[config.mk]
export PLATFORM = sky130hd
export DESIGN_NAME = ll_quota_arb
export DESIGN_NICKNAME = d
export VERILOG_FILES = /design/src/rtl/ll_quota_arb_pkg.sv /design/src/rtl/ll_quota_arb_rr.sv /design/src/rtl/ll_quota_arb.sv
export SDC_FILE = /design/constraint.sdc
export NUM_CORES = 1
export LEC_CHECK = 0
export CAP_MARGIN = 20
export CORE_MARGIN = 1
export CORE_UTILIZATION = 45
export CTS_BUF_LIST = sky130_fd_sc_hd__clkbuf_2 sky130_fd_sc_hd__clkbuf_4 sky130_fd_sc_hd__clkbuf_8
export DETAILED_ROUTE_END_ITERATION = 7
export PLACE_DENSITY_LB_ADDON = 0.05
export SYNTH_ARGS = -nofsm -noshare
export SYNTH_HDL_FRONTEND = slang
export SYNTH_SLANG_ARGS = --single-unit
[constraint.sdc]
create_clock -name clk -period 4.4 [get_ports clk]
set_input_delay 0.88 -clock clk [delete_from_list [all_inputs] [get_ports clk]]
set_output_delay 0.88 -clock clk [all_outputs]
set_load 0.005 [all_outputs]
[src/rtl/ll_quota_arb_pkg.sv]
// Shared types, defaults and the round-robin search helper for the quota arbiter.
package ll_quota_arb_pkg;

    localparam int SOURCES_DEF = 4;
    localparam int LPSZ_DEF    = 8;
    localparam int CNTW_DEF    = LPSZ_DEF + 1;
    localparam int RR_MAX      = 32;

    typedef enum logic [1:0] {
        S_IDLE,
        S_REQ,
        S_WAIT,
        S_DLVR
    } alloc_state_t;

    // Index of the first set bit at or after ptr (wrapping modulo n), or -1 when req is empty.
    function automatic int rr_winner(input logic [RR_MAX-1:0] req, input int ptr, input int n);
        int w;
        int idx;
        w = -1;
        for (int k = RR_MAX - 1; k >= 0; k--) begin
            if (k < n) begin
                idx = ptr + k;
                if (idx >= n) idx = idx - n;
                if (req[idx[4:0]]) w = idx;
            end
        end
        return w;
    endfunction

endpackage

[src/rtl/ll_quota_arb_rr.sv]
// Masked round-robin picker; the pointer moves past the winner whenever a pick is consumed.
module ll_rr_arb
    import ll_quota_arb_pkg::*;
#(
    parameter int n  = 4,
    parameter int iw = (n > 1) ? $clog2(n) : 1
) (
    input  logic          clk,
    input  logic          reset_n,
    input  logic [n-1:0]  req,
    input  logic          adv,
    output logic [n-1:0]  gnt,
    output logic [iw-1:0] idx,
    output logic          any
);

    logic [iw-1:0]     ptr;
    logic [RR_MAX-1:0] req_w;
    int                win;

    always_comb begin
        req_w        = '0;
        req_w[n-1:0] = req;
        win          = rr_winner(req_w, int'(ptr), n);
        any          = (win >= 0);
        idx          = any ? win[iw-1:0] : '0;
        gnt          = '0;
        if (any) gnt[idx] = 1'b1;
    end

    always_ff @(posedge clk or negedge reset_n) begin
        if (!reset_n) begin
            ptr <= '0;
        end else if (adv && any) begin
            ptr <= (idx == iw'(n - 1)) ? '0 : idx + 1'b1;
        end
    end

endmodule

[src/rtl/ll_quota_arb.sv]
// Page allocator front-end: per-source quotas, one outstanding manager request, and an
// independent single-entry return path that forwards pages back to the manager.
module ll_quota_arb
    import ll_quota_arb_pkg::*;
#(
    parameter int sources = SOURCES_DEF,
    parameter int lpsz    = LPSZ_DEF,
    parameter int cntw    = lpsz + 1
) (
    input  logic                    clk,
    input  logic                    reset_n,
    input  logic [cntw-1:0]         cfg_quota,
    input  logic [sources-1:0]      src_req_srdy,
    output logic [sources-1:0]      src_pg_srdy,
    input  logic [sources-1:0]      src_pg_drdy,
    output logic [lpsz-1:0]         src_pg_page,
    input  logic [sources-1:0]      src_ret_srdy,
    output logic [sources-1:0]      src_ret_drdy,
    input  logic [sources*lpsz-1:0] src_ret_page,
    output logic                    mreq_srdy,
    input  logic                    mreq_drdy,
    input  logic                    mpg_srdy,
    output logic                    mpg_drdy,
    input  logic [lpsz-1:0]         mpg_page,
    output logic                    mret_srdy,
    input  logic                    mret_drdy,
    output logic [lpsz-1:0]         mret_page,
    output logic [sources*cntw-1:0] held_cnt,
    output logic                    err_underflow
);

    localparam int IW = (sources > 1) ? $clog2(sources) : 1;

    alloc_state_t       state, state_nxt;
    logic [IW-1:0]      cur_src;
    logic [sources-1:0] cur_oh;
    logic [lpsz-1:0]    pg_page;

    logic [sources-1:0] elig;
    logic [sources-1:0] alloc_gnt;
    logic [IW-1:0]      alloc_idx;
    logic               alloc_any;
    logic               alloc_adv;

    logic [sources-1:0] ret_gnt;
    logic [IW-1:0]      ret_idx;
    logic               ret_any;
    logic               ret_load;
    logic               ret_vld;
    logic [lpsz-1:0]    ret_pg;

    logic [cntw-1:0]    cnt [sources];
    logic [sources-1:0] inc;
    logic [sources-1:0] dec;
    logic [sources-1:0] uflow;

    always_comb begin
        elig = '0;
        for (int i = 0; i < sources; i++) begin
            elig[i] = src_req_srdy[i] && (cnt[i] < cfg_quota);
        end
    end

    assign alloc_adv = (state == S_IDLE);

    ll_rr_arb #(.n(sources), .iw(IW)) u_alloc_arb (
        .clk     (clk),
        .reset_n (reset_n),
        .req     (elig),
        .adv     (alloc_adv),
        .gnt     (alloc_gnt),
        .idx     (alloc_idx),
        .any     (alloc_any)
    );

    always_ff @(posedge clk or negedge reset_n) begin
        if (!reset_n) begin
            state   <= S_IDLE;
            cur_src <= '0;
            cur_oh  <= '0;
        end else begin
            state <= state_nxt;
            if (state == S_IDLE && alloc_any) begin
                cur_src <= alloc_idx;
                cur_oh  <= alloc_gnt;
            end
        end
    end

    always_comb begin
        state_nxt   = state;
        mreq_srdy   = 1'b0;
        mpg_drdy    = 1'b0;
        src_pg_srdy = '0;
        unique case (state)
            S_IDLE: begin
                if (alloc_any) state_nxt = S_REQ;
            end
            S_REQ: begin
                mreq_srdy = 1'b1;
                if (mreq_drdy) state_nxt = S_WAIT;
            end
            S_WAIT: begin
                mpg_drdy = 1'b1;
                if (mpg_srdy) state_nxt = S_DLVR;
            end
            S_DLVR: begin
                src_pg_srdy = cur_oh;
                if (src_pg_drdy[cur_src]) state_nxt = S_IDLE;
            end
            default: state_nxt = S_IDLE;
        endcase
    end

    // The delivered page is pure data; it is only observed while src_pg_srdy is high.
    always_ff @(posedge clk) begin
        if (state == S_WAIT && mpg_srdy) pg_page <= mpg_page;
    end

    assign src_pg_page = pg_page;

    assign ret_load = !ret_vld || mret_drdy;

    ll_rr_arb #(.n(sources), .iw(IW)) u_ret_arb (
        .clk     (clk),
        .reset_n (reset_n),
        .req     (src_ret_srdy),
        .adv     (ret_load),
        .gnt     (ret_gnt),
        .idx     (ret_idx),
        .any     (ret_any)
    );

    assign src_ret_drdy = ret_load ? ret_gnt : '0;
    assign mret_srdy    = ret_vld;
    assign mret_page    = ret_pg;

    always_ff @(posedge clk or negedge reset_n) begin
        if (!reset_n) begin
            ret_vld <= 1'b0;
            ret_pg  <= '0;
        end else if (ret_load) begin
            ret_vld <= ret_any;
            if (ret_any) ret_pg <= src_ret_page[ret_idx*lpsz +: lpsz];
        end
    end

    always_comb begin
        inc   = '0;
        dec   = '0;
        uflow = '0;
        for (int i = 0; i < sources; i++) begin
            inc[i]   = (state == S_DLVR) && (cur_src == IW'(i)) && src_pg_drdy[i];
            dec[i]   = src_ret_srdy[i] && src_ret_drdy[i];
            uflow[i] = dec[i] && (cnt[i] == '0);
        end
    end

    // A return against a zero count is still forwarded; only the flag records it.
    always_ff @(posedge clk or negedge reset_n) begin
        if (!reset_n) begin
            for (int i = 0; i < sources; i++) cnt[i] <= '0;
            err_underflow <= 1'b0;
        end else begin
            for (int i = 0; i < sources; i++) begin
                if (inc[i] && !dec[i]) begin
                    cnt[i] <= cnt[i] + 1'b1;
                end else if (dec[i] && !inc[i] && cnt[i] != '0) begin
                    cnt[i] <= cnt[i] - 1'b1;
                end
            end
            if (|uflow) err_underflow <= 1'b1;
        end
    end

    always_comb begin
        held_cnt = '0;
        for (int i = 0; i < sources; i++) begin
            held_cnt[i*cntw +: cntw] = cnt[i];
        end
    end

endmodule

==> impl_metrics.ini <==
[global_routing]
grt-ovfl-total = 0
grt_max_degree = 40
antenna_found_initial = 0
grt_pass1_wl_mm = 26.0
grt_pass1_vias = 5412
grt_usage_pct = 25.5

[sta]
hold_ws_ns = 0.489
setup_slack_ns = 0.116
relSlewSlack_pct = 35.6
skew_ns = 0.00765
maxSlewViolCount = 0
setup_tns_ns = 0
worst_pin_slew_ns = 0.966
setup_viol = 0
post-route-period-util_pct = 97.4
max_freq_mhz = 233
period_needed_ns = 4.28
finalHoldViolCount = 0

[floorplanning]
start_util_pct = 46.9
pin_count = 130
die_area_um2 = 13200
die_h_um = 115
core_um2 = 12200
die_w_um = 115
num_rows = 40

[place]
io_buffer_count = 129
gp_congestion = 0.895
hpwlAfterDp_mm = 12.7
place_area_um2 = 7780
dp_slack_ns = -0.467

[power]
vdd_ir_drop_max_uv = 467
power.density_nw_per_um2 = 788
finalPower_mw = 6.41
p_leak_nw = 3.73

[clock_tree]
clock-sinks = 66
htreeDepth = 3
clkTransAtPathRegs_ns = 0.08
clock_path_buffers = 2
clk_latency_ns = 0.37
cts-root-buf = clkbuf_8
numCtsBuffers = 9
tritoncts = yes

[drt]
vias = 5368
drt_iter0_markers = 198
wl_mm = 16.3
vias_per_cell = 5.36
drtPass1Iterations = 4
antenna_left = 0
avgRoutedWirePerCell_um = 16.3
drc_errors = 0

[setup_path]
critPathArrivalTime_ns = 3.40
critPathKind = reg2out
critPathMaxFanout = 6
end_kind = output pin
start_kind = register
worst_ep_required_time_ns = 3.52

[yosys]
synth-async-reset-ratio_pct = 87.9
syn_area_per_cell_um2 = 9.29
ys.flop_type = dfrtp_1
synth_fp_nets = 770
ys_warn_count = 0
synth_edf_count = 8
syn_area_um2 = 5730
yosysUniqueCellTypes = 61
ys_ff_latch = 66
synthCells = 617
synth_seq_area_share_pct = 29.5

[cells_and_area]
design_area_um2 = 8140
final-seq-area_um2 = 1690
syn2layout_area_growth_pct = 42.1
nNetsFinal = 981
final_common_cell = clkdlybuf4s50_1
final_layout_size_suffix_gt1_share_pct = 17.9
diodes = 0
most-common-layout-cells = clkdlybuf4s50_1, buf_4, ha_1
fill_cells = 1048
multi_input_area_um2 = 3920

[status]
outcome = complete, no violations

[flow_run]
drv_cap = 0

[worst_hold_path]
hold_class = reg2reg
## power by group
part           leakage [nW]  total, mW  internal [mW]  switching [mW]
sequential            0.784       1.28          0.895           0.383
combinational          2.82       4.44           2.37            2.07
clock                 0.129      0.697          0.433           0.263
total                  3.73       6.41           3.70            2.72
## cells in the mapped netlist (4+ instances only)
cell type / instances / area [µm²]
dfrtp_1: 58 / 1450
and2_1: 12 / 75.1
nand2_1: 62 / 233
o21ai_0: 39 / 195
fa_1: 4 / 80.1
clkbuf_1: 4 / 15.0
xnor2_1: 17 / 149
or3_1: 9 / 56.3
buf_4: 5 / 37.5
a21o_1: 6 / 45.0
o22ai_1: 5 / 31.3
nand4_1: 9 / 56.3
o311ai_1: 9 / 78.8
xor2_1: 12 / 105
inv_1: 36 / 135
nand2b_1: 11 / 68.8
ha_1: 83 / 1040
mux2i_1: 27 / 270
nor2_1: 24 / 90.1
o211ai_1: 5 / 37.5
nor3_1: 13 / 65.1
a21oi_1: 41 / 205
mux2_2: 12 / 135
edfxtp_1: 8 / 240
a211oi_1: 8 / 60.1
a21boi_0: 4 / 30.0
nor4_1: 5 / 31.3
nand3_1: 12 / 60.1
nor2b_1: 19 / 119
o21ai_1: 9 / 45.0
## path summary, 6_finish.rpt
path	start	end	slack, ns	cells after the start
setup / recovery	u_ret_arb.ptr[0]	src_ret_drdy[3]	0.12	11
hold / removal	mret_page[7]	mret_page[7]	0.49	2
setup reg to reg	u_ret_arb.ptr[0]	held_cnt[26]	0.30	19
hold reg to reg	mret_page[7]	mret_page[7]	0.49	2
max in group asynchronous	reset_n	held_cnt[18]	2.91	2
min in group asynchronous	reset_n	held_cnt[9]	0.66	1
## final cells by class
type                            count  share of cell area [%]
Multi-Input combinational cell    501                    48.1
Timing Repair Buffer              213                    23.6
Sequential cell                    66                    20.8
Tap cell                          168                    2.58
Clock inverter                      7                    1.74
Inverter                           37                    1.71
Clock buffer                        9                    1.52
## timing repair
item / CTS / global route
setup endpoints to repair: 8 / 17
gates cloned: 0 / 0
pin swaps: 1 / 13
setup buffers: 1 / 1
resized for setup: 6 / 23
hold buffers: 0 / 0
## registers in the layout (all words and copies together) (netlist names), 2 cells and up
| signal | flops |
|---|---|
| src_pg_page | 8 |
| held_cnt | 36 |
| u_alloc_arb.ptr | 2 |
| cur_oh | 4 |
| mret_page | 8 |
| u_ret_arb.ptr | 2 |
| cur_src | 2 |
| state | 2 |
## kinds of logic after synthesis
kind of cell | Yosys count | synth area share (%)
mux | 43 | 8.25
compound gates | 155 | 18.1
flops | 66 | 29.5
xor+xnor | 29 | 4.43
simple gates | 187 | 16.4
fa+ha+maj | 87 | 19.5
buf+inv | 50 | 3.86
## metal layers
layer | wire [µm] | vias up | global-route usage (%)
met4 | 300 | 0 | 10.2
met5 | 0 | - | 0
met2 | 7910 | 140 | 43.8
li1 | - | 2675 | -
met3 | 728 | 21 | 3.37
met1 | 7350 | 2532 | 32.4
## critical path, cell delays in order (launching register included)
cell and delay, ns:
dfrtp_1 0.41, inv_1 0.18, ha_2 0.35, mux4_2 0.26, nand2_2 0.08, a221oi_2 0.35, mux2i_2 0.31, inv_1 0.10
ha_1 0.24, buf_4 0.15, and2_1 0.15, clkdlybuf4s50_1 0.44
## metrics by stage
step                      instances  utilization [%]
final                          1001             66.7
after floorplan                 617                -
after CTS                      1000             66.0
after global placement          983             63.7
after global routing           1001             66.7
after detailed placement        983             63.7
(Power assumes the default switching activity.)
